[src/rtl/keypad_pkg.sv]
// Shared types and key-code constants for the keypad request path.
package keypad_pkg;

  localparam int unsigned KEY_W = 4;

  localparam logic [KEY_W-1:0] CLEAR_KEY_DEF = 4'hE;
  localparam logic [KEY_W-1:0] ESTOP_KEY_DEF = 4'hF;

  typedef enum logic [1:0] {
    IDLE,
    QUALIFY,
    WAIT_REL
  } key_state_t;

endpackage

[src/rtl/sync_fifo.sv]
// Register-based FIFO with flush; head word is presented directly from storage.
module sync_fifo #(
  parameter int unsigned WIDTH = 3,
  parameter int unsigned DEPTH = 8
) (
  input  logic                     clk,
  input  logic                     rst,
  input  logic                     i_push,
  input  logic                     i_pop,
  input  logic                     i_flush,
  input  logic [WIDTH-1:0]         i_data,
  output logic [WIDTH-1:0]         o_data,
  output logic                     o_valid,
  output logic [$clog2(DEPTH):0]   o_count,
  output logic                     o_full
);

  localparam int unsigned AW = $clog2(DEPTH);

  logic [WIDTH-1:0] r_mem [DEPTH];
  logic [AW-1:0]    r_wr;
  logic [AW-1:0]    r_rd;
  logic [AW:0]      r_count;
  logic             w_pop;
  logic             w_push;

  assign o_valid = (r_count != '0);
  assign o_full  = (r_count == (AW+1)'(DEPTH));
  assign o_count = r_count;
  assign o_data  = o_valid ? r_mem[r_rd] : '0;

  // A push into a full queue is only legal when the head leaves on the same edge.
  assign w_pop  = i_pop && o_valid && !i_flush;
  assign w_push = i_push && (!o_full || w_pop) && !i_flush;

  always_ff @(posedge clk) begin
    if (w_push) begin
      r_mem[r_wr] <= i_data;
    end
  end

  always_ff @(posedge clk) begin
    if (!rst || i_flush) begin
      r_wr    <= '0;
      r_rd    <= '0;
      r_count <= '0;
    end else begin
      if (w_push) begin
        r_wr <= r_wr + AW'(1);
      end
      if (w_pop) begin
        r_rd <= r_rd + AW'(1);
      end
      unique case ({w_push, w_pop})
        2'b10:   r_count <= r_count + (AW+1)'(1);
        2'b01:   r_count <= r_count - (AW+1)'(1);
        default: r_count <= r_count;
      endcase
    end
  end

endmodule

[src/rtl/key_request_queue.sv]
// Qualifies keypad strokes and turns them into queued floor requests, flushes or e-stops.
module key_request_queue
  import keypad_pkg::*;
#(
  parameter int unsigned      NUM_FLOORS   = 8,
  parameter int unsigned      DEPTH        = 8,
  parameter int unsigned      HOLD_CYCLES  = 4,
  parameter logic             PRESS_ACTIVE = 1'b0,
  parameter logic [KEY_W-1:0] CLEAR_KEY    = CLEAR_KEY_DEF,
  parameter logic [KEY_W-1:0] ESTOP_KEY    = ESTOP_KEY_DEF
) (
  input  logic                          clk,
  input  logic                          rst,
  input  logic [KEY_W-1:0]              buttonBus,
  input  logic                          pressed,
  output logic                          req_valid,
  input  logic                          req_ready,
  output logic [$clog2(NUM_FLOORS)-1:0] req_floor,
  output logic [NUM_FLOORS-1:0]         pending,
  output logic [$clog2(DEPTH):0]        count,
  output logic                          full,
  output logic                          overflow,
  output logic                          estop
);

  localparam int unsigned FW = $clog2(NUM_FLOORS);
  localparam int unsigned HW = $clog2(HOLD_CYCLES + 1);

  key_state_t            r_state;
  key_state_t            w_state_d;
  logic [KEY_W-1:0]      r_code;
  logic [KEY_W-1:0]      w_code_d;
  logic [HW-1:0]         r_hold;
  logic [HW-1:0]         w_hold_d;
  logic                  w_key_down;
  logic                  w_accept;

  logic [NUM_FLOORS-1:0] r_pending;
  logic                  r_overflow;
  logic                  r_estop;

  logic                  w_is_floor;
  logic [FW-1:0]         w_floor_idx;
  logic                  w_pop;
  logic                  w_flush;
  logic                  w_dup;
  logic                  w_push;
  logic                  w_drop;
  logic [NUM_FLOORS-1:0] w_pop_mask;
  logic [NUM_FLOORS-1:0] w_push_mask;
  logic [NUM_FLOORS-1:0] w_pend_eff;

  assign w_key_down = (pressed == PRESS_ACTIVE);

  always_ff @(posedge clk) begin
    if (!rst) begin
      r_state <= IDLE;
      r_code  <= '0;
      r_hold  <= '0;
    end else begin
      r_state <= w_state_d;
      r_code  <= w_code_d;
      r_hold  <= w_hold_d;
    end
  end

  always_comb begin
    w_state_d = r_state;
    w_code_d  = r_code;
    w_hold_d  = r_hold;
    w_accept  = 1'b0;
    unique case (r_state)
      IDLE: begin
        if (w_key_down) begin
          w_state_d = QUALIFY;
          w_code_d  = buttonBus;
          w_hold_d  = HW'(1);
        end
      end
      QUALIFY: begin
        if (!w_key_down) begin
          w_state_d = IDLE;
          w_hold_d  = '0;
        end else if (buttonBus != r_code) begin
          w_code_d = buttonBus;
          w_hold_d = HW'(1);
        end else if (r_hold == HW'(HOLD_CYCLES)) begin
          w_accept  = 1'b1;
          w_state_d = WAIT_REL;
        end else begin
          w_hold_d = r_hold + HW'(1);
        end
      end
      WAIT_REL: begin
        if (!w_key_down) begin
          w_state_d = IDLE;
          w_hold_d  = '0;
        end
      end
      default: begin
        w_state_d = IDLE;
        w_hold_d  = '0;
      end
    endcase
  end

  assign w_is_floor  = (32'(r_code) < NUM_FLOORS);
  assign w_floor_idx = r_code[FW-1:0];
  assign w_pop       = req_valid && req_ready;
  assign w_flush     = w_accept && (r_code == CLEAR_KEY);

  // A floor leaving the queue this edge no longer counts as pending for a re-press.
  assign w_pop_mask  = w_pop ? (NUM_FLOORS'(1) << req_floor) : '0;
  assign w_pend_eff  = r_pending & ~w_pop_mask;

  assign w_dup       = w_pend_eff[w_floor_idx];
  assign w_push      = w_accept && w_is_floor && !w_dup && (!full || w_pop);
  assign w_drop      = w_accept && w_is_floor && !w_dup && full && !w_pop;
  assign w_push_mask = w_push ? (NUM_FLOORS'(1) << w_floor_idx) : '0;

  always_ff @(posedge clk) begin
    if (!rst) begin
      r_pending  <= '0;
      r_overflow <= 1'b0;
      r_estop    <= 1'b0;
    end else begin
      r_pending  <= w_flush ? '0 : (w_pend_eff | w_push_mask);
      r_overflow <= w_drop;
      r_estop    <= w_accept && (r_code == ESTOP_KEY);
    end
  end

  sync_fifo #(
    .WIDTH (FW),
    .DEPTH (DEPTH)
  ) u_fifo (
    .clk     (clk),
    .rst     (rst),
    .i_push  (w_push),
    .i_pop   (w_pop),
    .i_flush (w_flush),
    .i_data  (w_floor_idx),
    .o_data  (req_floor),
    .o_valid (req_valid),
    .o_count (count),
    .o_full  (full)
  );

  assign pending  = r_pending;
  assign overflow = r_overflow;
  assign estop    = r_estop;

endmodule

[config.mk]
export PLATFORM = sky130hd
export DESIGN_NAME = key_request_queue
export DESIGN_NICKNAME = d
export VERILOG_FILES = /design/src/rtl/keypad_pkg.sv /design/src/rtl/sync_fifo.sv /design/src/rtl/key_request_queue.sv
export SDC_FILE = /design/constraint.sdc
export NUM_CORES = 1
export LEC_CHECK = 0
export ABC_CLOCK_PERIOD_IN_PS = 3360
export BUFFER_PORTS_ARGS = -buffer_cell sky130_fd_sc_hd__buf_2
export CAP_MARGIN = 20
export CORE_MARGIN = 8
export CORE_UTILIZATION = 25
export CTS_BUF_LIST = sky130_fd_sc_hd__clkbuf_4
export DETAILED_ROUTE_END_ITERATION = 8
export SLEW_MARGIN = 30
export SYNTH_ARGS = -nofsm -noshare
export SYNTH_HDL_FRONTEND = slang
export SYNTH_SLANG_ARGS = --single-unit
[constraint.sdc]
create_clock -name clk -period 3.36 [get_ports clk]
set_input_delay 0.504 -clock clk [delete_from_list [all_inputs] [get_ports clk]]
set_output_delay 0.504 -clock clk [all_outputs]
set_load 0.01 [all_outputs]
==> results of run 1 <==
==> registers in the layout, indices dropped and copies added, names as in the netlist, named ones only <==
name and flops:
u_fifo.r_mem 24, pending 8, r_code 4, u_fifo.o_count 4, r_hold 3, u_fifo.r_rd 3, u_fifo.r_wr 3, r_state 2
estop 1, overflow 1
==> critical path, stage by stage (launching register included) <==
cell and delay, ps:
dfxtp_4 440, mux4_2 540, mux2_4 310, or2_4 250, o211ai_2 180, o211a_1 200
o21ai_2 90, ha_2 220, xor2_1 150, ha_1 180, a21oi_1 150, xor2_1 180
nor2_1 70, xnor2_1 130, nor2_1 50
==> metal layers <==
| layer | GRT usage, % | vias to the layer above | routed length (um) |
|---|---|---|---|
| met5 | 0 | - | 0 |
| met4 | 2.26 | 0 | 53 |
| met3 | 1.96 | 5 | 333 |
| met2 | 14.4 | 68 | 3220 |
| met1 | 12.4 | 1078 | 3360 |
| li1 | - | 1134 | - |
==> kinds of logic (layout without fill, tap and decap cells) <==
group                    after synthesis  in the layout  synth area share, %
AND/OR/NAND/NOR                      103            103                 19.3
multiplexers                          11             11                 6.52
adder cells (fa/ha/maj)                7              7                 3.04
XOR/XNOR                              12             12                 3.65
AO/OA/AOI/OAI                         68             68                 16.2
flip-flops                            56             56                 47.3
buffers and inverters                 25             72                 3.91
==> worst max-delay path by stage <==
| stage | to | slack (ps) | depth (start not counted) |
|---|---|---|---|
| 2_1_floorplan | u_fifo.o_count[2] | 40 | 15 |
| 3_3_place_gp | u_fifo.o_count[2] | -10 | 14 |
| 3_5_place_dp | u_fifo.o_count[2] | -110 | 14 |
| 4_1_cts | u_fifo.o_count[2] | 5 | 14 |
| 5_1_grt | u_fifo.o_count[2] | -20 | 14 |
| 6_report | u_fifo.o_count[2] | 140 | 14 |
==> power groups by stage <==
stage / Sequential [W] / Clock, W / Combinational [W]
finish: 0.000716 / 0.000315 / 0.0000759
global route: 0.000717 / 0.000348 / 0.0000840
CTS: 0.000717 / 0.000326 / 0.0000748
detailed placement: 0.000732 / 0 / 0.0000743
global placement: 0.000732 / 0 / 0.0000733
floorplan: 0.000732 / 0 / 0.0000481
==> area by class of cell <==
cell class	count	area (um^2)	area share [%]
multi-input combinational	201	1430	41.8
sequential	56	1370	40.0
timing repair buffer	53	337	9.85
tap	143	179	5.24
inverter	11	41.3	1.21
clock buffer	5	37.5	1.10
clock inverter	3	27.5	0.806
==> cells in the final DEF (no fill, tap or decap), types with 3 or more instances in the layout <==
master and n:
o21ai_1 3, a21oi_1 20, o21ai_0 8, mux4_2 5
buf_2 26, nor4_1 3, clkbuf_4 5, o211ai_1 6
nand4_1 6, o2111ai_1 4, buf_4 26, inv_1 10
xnor2_1 6, a21boi_0 7, nand2_1 26, a31oi_1 3
nand3_1 5, nor2_1 28, ha_1 5, edfxtp_1 24
nor2b_1 4, nand2b_1 3, nor3_1 8, xor2_1 6
dfxtp_1 31, mux2i_1 3
==> what timing repair did <==
action                     CTS  global route
pin swaps                    0             8
resized for setup            1             9
buffers inserted             0             3
gates cloned                 0             0
setup endpoints to repair    2             2
==> per-stage QoR <==
| step | hold WS (ps) | instance area [um^2] | setup TNS [ps] | std cells | utilization, % |
|---|---|---|---|---|---|
| after floorplan | 449 | 2880 | 0 | 282 | - |
| after global placement | 467 | 3300 | -18.6 | 461 | 29.1 |
| after detailed placement | 475 | 3300 | -168 | 461 | 29.1 |
| after CTS | 342 | 3360 | 0 | 469 | 29.7 |
| after global routing | 348 | 3420 | -24.1 | 472 | 30.2 |
| final | 345 | 3420 | 0 | 472 | 30.2 |
==> impl_metrics.env, run 1 <==
export IMPL_cts_root_buf="clkbuf_4"
export IMPL_yosys_area_top_type="edfxtp_1"
export IMPL_cts_tree="done"
export IMPL_io_buffer_count=26
export IMPL_grt_ovfl_total=0
export IMPL_cts_buffer_depth=2
export IMPL_wl_per_cell_um=14.7
export IMPL_synth_edf_count=24
export IMPL_rsz0062_at_grt="true"
export IMPL_reg2reg_setup_slack_ps=140
export IMPL_grtUsageTotal_pct=9.12
export IMPL_hold_violations=0
export IMPL_vias_per_cell=4.84
export IMPL_worstSkewPairLatency_ps=390
export IMPL_pwr_share_clk_pct=28.4
export IMPL_arrival_ps=3520
export IMPL_dieWidth_um=123
export IMPL_peakVddDrop_mv=0.171
export IMPL_final_nets=343
export IMPL_synth_cell_type_count=62
export IMPL_synth_nets=297
export IMPL_clk_pin_slew_worst_paths_ps=180
export IMPL_yosysMostFrequentCell="dfxtp_1"
export IMPL_grt_pass1_vias=2211
export IMPL_p_per_area_nw_per_um2=324
export IMPL_die_y_um=123
export IMPL_cp_end_kind="flip-flop"
export IMPL_start_util_pct=25.4
export IMPL_gp_congestion=0.810
export IMPL_hold_depth=3
export IMPL_grt_max_degree=24
export IMPL_holdPathEnd="r_code[1]"
export IMPL_drc=0
export IMPL_cp_start_kind="flip-flop"
export IMPL_diodes=0
export IMPL_area_growth_pct=18.7
export IMPL_leakagePower_nw=1.25
export IMPL_postSynth_asyncResetShare_pct=0
export IMPL_numClockSinks=56
export IMPL_routed_via_count=2285
export IMPL_period_share_pct=95.9
export IMPL_antenna_found_initial=0
export IMPL_timing_fmax_mhz=310
export IMPL_hold_class="input pin to flip-flop"
export IMPL_fp_dieArea_um2=15200
export IMPL_synth_cells=282
export IMPL_synthFlopType="dfxtp_1"
export IMPL_path_class="flip-flop to flip-flop"
export IMPL_hpwl_um=5350
export IMPL_fin_skew_ps=20.8
export IMPL_slew_headroom_pct=70.7
export IMPL_internal_power_w=0.000827
export IMPL_ys_seq_area_share_pct=47.3
export IMPL_period_needed_ps=3220
export IMPL_p_comb_share_pct=6.9
export IMPL_core_um2=11300
export IMPL_switching_share_pct=25.3
export IMPL_yosys_warnings=0
export IMPL_status="finished, final reports clean"
export IMPL_netlist_area_um2=2880
export IMPL_syn_avg_cell_area_um2=10.2
export IMPL_layout_drive_gt1_share_pct=25.8
export IMPL_yosys_area_top_type_share_pct=25.0
export IMPL_grt_pass1_wl_um=11100
export IMPL_firstDrtPassIters=4
export IMPL_power_w=0.00111
export IMPL_hp_start="buttonBus[1]"
export IMPL_p_seq_share_pct=64.7
export IMPL_cts_max_level=2
export IMPL_power_switching_w=0.000280
export IMPL_ant_nets=0
export IMPL_routed_wl_um=6960
export IMPL_ys_top_cells_by_area="edfxtp_1 (25%), dfxtp_1 (22%), mux4_2 (3.9%)"
export IMPL_timing_rr_end="u_fifo.o_count[2]"
export IMPL_ys_ff_latch=56
export IMPL_drv_cap=0
export IMPL_crit_required_ps=3660
export IMPL_dr_first_iter_drc_count=121
export IMPL_setup_viol=0
export IMPL_row_count=39
export IMPL_tightest_slew_ps=428
export IMPL_num_fill_cells=1200
export IMPL_timing_final_ws_setup_ps=137
export IMPL_drv_slew=0
export IMPL_worst_r2r_cell_count=14
export IMPL_dp_slack_ps=-110
export IMPL_cts_buffers=5
export IMPL_ioPinCount=27
export IMPL_critical_path_max_fanout=6
export IMPL_yosys_top_cells_count="dfxtp_1 (32), nor2_1 (28), nand2_1 (26)"
export IMPL_holdBufCountCts=0
Power figures use the tool's default switching activity.
==> run 2, diff against run 1 <==
- ABC_CLOCK_PERIOD_IN_PS: 3360 -> 3400
- clock period: 3.36 -> 3.4 ns (I/O delays scaled with it)
==> impl_metrics.env, run 2 (synthesized netlist as in run 1, its figures left out) <==
export IMPL_status="finished, final reports clean"
export IMPL_critical_path_max_fanout=6
export IMPL_p_seq_share_pct=61.3
export IMPL_cts_tree="done"
export IMPL_worstSkewPairLatency_ps=380
export IMPL_wl_per_cell_um=14.6
export IMPL_grtUsageTotal_pct=9.12
export IMPL_largest_reg_flops=24
export IMPL_dr_first_iter_drc_count=127
export IMPL_timing_fmax_mhz=314
export IMPL_hold_depth=3
export IMPL_switching_share_pct=23.1
export IMPL_cts_buffer_depth=2
export IMPL_hold_violations=0
export IMPL_path_class="flip-flop to flip-flop"
export IMPL_placed_area_um2=3280
export IMPL_io_buffer_count=26
export IMPL_slowest_delay_ps=530
export IMPL_cts_max_level=2
export IMPL_p_comb_share_pct=6.4
export IMPL_hold_class="input pin to flip-flop"
export IMPL_grt_max_degree=24
export IMPL_layout_drive_gt1_share_pct=25.4
export IMPL_mostFrequentLayoutCells="dfxtp_1 (31), nor2_1 (28), nand2_1 (26), buf_2 (26), buf_4 (25)"
export IMPL_hp_start="buttonBus[3]"
export IMPL_final_nets=341
export IMPL_slowest_stage="mux4_2"
export IMPL_timing_rr_end="u_fifo.o_count[2]"
export IMPL_area_growth_pct=18.4
export IMPL_regMostFlops="u_fifo.r_mem"
export IMPL_worst_r2r_cell_count=14
export IMPL_holdPathEnd="r_code[3]"
export IMPL_drv_cap=0
export IMPL_grt_pass1_wl_um=11100
export IMPL_mostFrequentLayoutCell="dfxtp_1"
export IMPL_cts_root_buf="clkbuf_4"
export IMPL_row_count=39
export IMPL_routed_via_count=2294
export IMPL_ant_nets=0
export IMPL_internal_power_w=0.000888
export IMPL_power_switching_w=0.000267
export IMPL_hpwl_um=5240
export IMPL_num_fill_cells=1207
export IMPL_firstDrtPassIters=4
export IMPL_slew_headroom_pct=67.7
export IMPL_start_util_pct=25.4
export IMPL_antenna_found_initial=0
export IMPL_ioPinCount=27
export IMPL_tightest_slew_ps=481
export IMPL_crit_required_ps=3680
export IMPL_routed_wl_um=6880
export IMPL_vias_per_cell=4.88
export IMPL_setup_viol=0
export IMPL_leakagePower_nw=1.25
export IMPL_gp_congestion=0.859
export IMPL_grt_pass1_vias=2193
export IMPL_dp_slack_ps=-85.8
export IMPL_cp_start_kind="flip-flop"
export IMPL_p_per_area_nw_per_um2=339
export IMPL_period_share_pct=93.8
export IMPL_core_um2=11300
export IMPL_final_util_pct=30.1
export IMPL_critPathBufInv=0
export IMPL_reg2reg_setup_slack_ps=210
export IMPL_cp_cell_sequence="mux4_2, mux2_4, or2_4, o211ai_2, o211a_1, o21ai_2, ha_2, xor2_1, ha_1, a21oi_1, xor2_1, nor2_1, xnor2_1, nor2_1"
export IMPL_clk_pin_slew_worst_paths_ps=170
export IMPL_critPathTopFamily="multiplexers"
export IMPL_period_needed_ps=3190
export IMPL_drc=0
export IMPL_die_y_um=123
export IMPL_cp_num_cells=14
export IMPL_numClockSinks=56
export IMPL_diodes=0
export IMPL_arrival_ps=3460
export IMPL_design_area_um2=3410
export IMPL_grt_ovfl_total=0
export IMPL_cp_end_kind="flip-flop"
export IMPL_pwr_share_clk_pct=32.3
export IMPL_cts_buffers=5
export IMPL_peakVddDrop_mv=0.228
export IMPL_dieWidth_um=123
export IMPL_fp_dieArea_um2=15200
export IMPL_drv_slew=0
export IMPL_timing_final_ws_setup_ps=212
export IMPL_fin_skew_ps=20.3
-- run 2: cell count changes in the layout (fill, tap and decap cells not counted), sizes merged --
cell    change
buf         -2
bufinv      +1
clkinv      -1
-- run 2: layout make-up --
type / instances / area (um^2) / area share, %
repair buffers: 51 / 318 / 9.32
multi-input cells: 201 / 1420 / 41.7
clock inverters: 3 / 46.3 / 1.36
flip-flops and latches: 56 / 1370 / 40.1
clock buffers: 5 / 37.5 / 1.10
well taps: 143 / 179 / 5.25
inverters: 11 / 41.3 / 1.21
-- run 2: power groups by stage --
stage	Sequential (W)	Combinational, W	Clock [W]
after global routing	0.000709	0.0000827	0.000409
after CTS	0.000709	0.0000728	0.000387
after global placement	0.000723	0.0000727	0
after detailed placement	0.000723	0.0000725	0
final	0.000708	0.0000741	0.000373
after floorplan	0.000723	0.0000475	0
-- run 2: worst reg2reg max path: stages, from the launching register on --
cell and delay (ps):
dfxtp_4 440, mux4_2 530, mux2_4 320, or2_4 260, o211ai_2 150, o211a_1 200, o21ai_2 100, ha_2 230
xor2_1 150, ha_1 180, a21oi_1 140, xor2_1 160, nor2_1 70, xnor2_1 130, nor2_1 50
-- run 2: per-layer routing --
metal  track usage (%)  up-vias  part of all wire, %
li1                  -     1128                    -
met1              12.3     1102                   48
met2              14.4       59                   46
met3              2.10        5                  5.7
met4              2.18        0                 0.45
met5                 0        -                    0
-- run 2: through the flow --
stage               total power, W  TNS, ps  cells  hold slack (ps)
floorplan                 0.000771        0    282              449
global placement          0.000796        0    459              470
detailed placement        0.000796     -139    459              471
CTS                        0.00117        0    467              355
global route               0.00120    -8.56    470              361
finish                     0.00116        0    470              370
-- run 2: what timing repair did --
item	4_1_cts	5_1_grt
gates cloned	0	0
resized for setup	1	7
pin swaps	0	3
endpoints found under the setup margin	2	2
setup buffers	0	3
endpoints found under the hold margin	0	0
hold buffers	0	0
-- run 2: worst max-delay path by stage --
stage                          from                 to  slack (ps)
after floorplan           r_code[2]  u_fifo.o_count[2]          80
after global placement    flip-flop  u_fifo.o_count[2]          20
after detailed placement  flip-flop  u_fifo.o_count[2]         -90
after CTS                 flip-flop  u_fifo.o_count[2]          30
after global routing      flip-flop  u_fifo.o_count[2]          -9
final                     flip-flop  u_fifo.o_count[2]         210
==> run 3, diff against run 2 <==
- SYNTH_HIERARCHICAL: not set -> 1
==> impl_metrics.env, run 3 <==
export IMPL_drv_slew=0
export IMPL_drv_cap=0
export IMPL_ant_nets=0
export IMPL_period_needed_ps=3940
export IMPL_ys_seq_area_share_pct=51.2
export IMPL_rsz0062_at_grt="true"
export IMPL_holdPathEnd="r_code[1]"
export IMPL_dieWidth_um=119
export IMPL_wl_per_cell_um=14.0
export IMPL_hpwl_um=4490
export IMPL_num_fill_cells=1034
export IMPL_period_share_pct=116
export IMPL_regMostFlops="u_fifo/r_mem"
export IMPL_grtUsageTotal_pct=8.74
export IMPL_violations="setup timing"
export IMPL_peakVddDrop_mv=0.168
export IMPL_synth_nets=257
export IMPL_setup_viol=17
export IMPL_drc=0
export IMPL_yosys_warnings=6
export IMPL_crit_required_ps=3720
export IMPL_fin_setup_tns_ps=-5150
export IMPL_grt_max_degree=21
export IMPL_grt_pass1_vias=2122
export IMPL_largest_reg_flops=24
export IMPL_cts_buffer_depth=2
export IMPL_gp_congestion=0.833
export IMPL_slew_headroom_pct=34.3
export IMPL_core_um2=10300
export IMPL_p_per_area_nw_per_um2=312
export IMPL_path_class="flip-flop to flip-flop"
export IMPL_fp_dieArea_um2=14200
export IMPL_cts_root_buf="clkbuf_4"
export IMPL_firstDrtPassIters=4
export IMPL_critical_path_max_fanout=6
export IMPL_cp_start_kind="flip-flop"
export IMPL_start_util_pct=25.7
export IMPL_yosysMostFrequentCell="dfxtp_1"
export IMPL_ioPinCount=27
export IMPL_ys_top_cells_by_area="edfxtp_1 (27%), dfxtp_1 (24%), mux4_2 (5.9%)"
export IMPL_final_nets=319
export IMPL_fin_skew_ps=12.6
export IMPL_routed_via_count=2076
export IMPL_cts_buffers=5
export IMPL_hp_start="buttonBus[1]"
export IMPL_clk_pin_slew_worst_paths_ps=180
export IMPL_tightest_slew_ps=975
export IMPL_yosys_area_top_type_share_pct=27.1
export IMPL_dr_first_iter_drc_count=132
export IMPL_io_buffer_count=26
export IMPL_yosys_area_top_type="edfxtp_1"
export IMPL_antenna_found_initial=0
export IMPL_synth_cell_type_count=44
export IMPL_row_count=37
export IMPL_cts_max_level=2
export IMPL_timing_final_ws_setup_ps=-541
export IMPL_timing_rr_end="u_fifo/o_count[3]"
export IMPL_numClockSinks=56
export IMPL_leakagePower_nw=1.26
export IMPL_syn_avg_cell_area_um2=11.0
export IMPL_ys_ff_latch=56
export IMPL_yosys_top_cells_count="dfxtp_1 (32), edfxtp_1 (24), nor2_1 (23)"
export IMPL_hold_violations=0
export IMPL_status="finished with violations"
export IMPL_timing_fmax_mhz=254
export IMPL_mostFrequentLayoutCell="buf_4"
export IMPL_dp_slack_ps=-504
export IMPL_synth_cells=242
export IMPL_cts_tree="done"
export IMPL_netlist_area_um2=2660
export IMPL_worst_r2r_cell_count=17
export IMPL_diodes=0
export IMPL_layout_drive_gt1_share_pct=36.7
export IMPL_arrival_ps=4260
export IMPL_routed_wl_um=6180
export IMPL_synthFlopType="dfxtp_1"
export IMPL_reg2reg_setup_slack_ps=-540
export IMPL_hold_class="input pin to flip-flop"
export IMPL_worstSkewPairLatency_ps=390
export IMPL_hold_depth=3
export IMPL_mostFrequentLayoutCells="buf_4 (35), dfxtp_1 (31), buf_2 (26)"
export IMPL_cp_end_kind="flip-flop"
export IMPL_synth_edf_count=24
export IMPL_area_growth_pct=29.3
export IMPL_grt_pass1_wl_um=10400
export IMPL_hold_slack_ps=374
export IMPL_grt_ovfl_total=0
export IMPL_vias_per_cell=4.71
export IMPL_die_y_um=119
export IMPL_postSynth_asyncResetShare_pct=0
-- run 3: cell count changes in the layout (fill, tap and decap cells not counted), sizes merged, moves of 4 or more --
cell     change
inv          -4
o2111ai      -4
mux2i        +6
nand3        +6
nor2         -5
o211ai       -7
a21oi        -5
nand2       -10
buf         +14
nor3         -7
-- run 3: layout make-up --
class	count	area [um^2]	area share [%]
sequential	56	1360	39.7
multi-input combinational	170	1370	39.8
clock buffer	5	37.5	1.09
timing repair buffer	65	447	13.0
tap	136	170	4.95
inverter	6	22.5	0.655
clock inverter	3	27.5	0.801
-- run 3: worst max path at each step --
| stage | start | to | slack (ps) | cells after the start |
|---|---|---|---|---|
| 2_1_floorplan | flip-flop | u_fifo/o_count[2] | -360 | 18 |
| 3_3_place_gp | flip-flop | u_fifo/o_count[2] | -480 | 18 |
| 3_5_place_dp | flip-flop | u_fifo/o_count[2] | -500 | 18 |
| 4_1_cts | flip-flop | u_fifo/o_count[2] | -540 | 18 |
| 5_1_grt | flip-flop | u_fifo/o_count[2] | -810 | 18 |
| 6_report | flip-flop | u_fifo/o_count[3] | -540 | 17 |
-- run 3: worst max-delay path, stage by stage, from the launching register on --
cell      delay (ps)
dfxtp_2          380
buf_12           120
mux4_2           480
mux2i_1          210
nor2_2            70
nand3b_1         280
o31ai_2          270
mux2i_1          110
mux4_2           490
nor2_2           120
nor2b_4          180
o21ai_4           80
buf_4            150
ha_4             250
nor4bb_1         290
a21oi_1          120
o41ai_2           70
mux2i_1          210
-- run 3: power breakdown --
part           internal [W]  leakage (nW)  switching (W)
registers          0.000705         0.470     0.00000358
logic             0.0000186         0.759      0.0000334
clock network     0.0000874        0.0333       0.000225
total              0.000811          1.26       0.000262
-- run 3: cells by family (layout without fill, tap and decap cells) --
group | after synthesis | in the layout | share of synthesized area, %
AND/OR/NAND/NOR | 89 | 89 | 18.7
flip-flops | 56 | 56 | 51.2
buffers and inverters | 16 | 79 | 2.50
multiplexers | 17 | 17 | 9.70
AO/OA/AOI/OAI | 45 | 45 | 10.6
XOR/XNOR | 12 | 12 | 3.96
adder cells (fa/ha/maj) | 7 | 7 | 3.30
-- run 3: stage by stage --
stage	total power [W]	cell area, um^2	util [%]	std cells
6_report	0.00107	3440	33.3	441
5_1_grt	0.00111	3440	33.3	441
4_1_cts	0.00108	3410	33.0	441
3_5_place_dp	0.000775	3220	31.2	429
3_3_place_gp	0.000774	3220	31.2	429
2_1_floorplan	0.000758	2700	-	242
-- run 3: layer usage --
layer / up-vias / part of all wire, % / track usage (%)
met5: - / 0 / 0
met4: 0 / 0.68 / 1.98
met3: 5 / 2.6 / 1.46
met2: 33 / 55 / 16.3
met1: 1034 / 41 / 10.2
li1: 1004 / - / -
-- run 3: timing repair --
| item | in CTS | in global routing |
|---|---|---|
| setup endpoints to repair | 16 | 31 |
| buffers inserted | 5 | 0 |
| hold buffers | 0 | 0 |
| pin swaps | 9 | 0 |
| gates cloned | 0 | 0 |
| gates resized for setup | 20 | 8 |
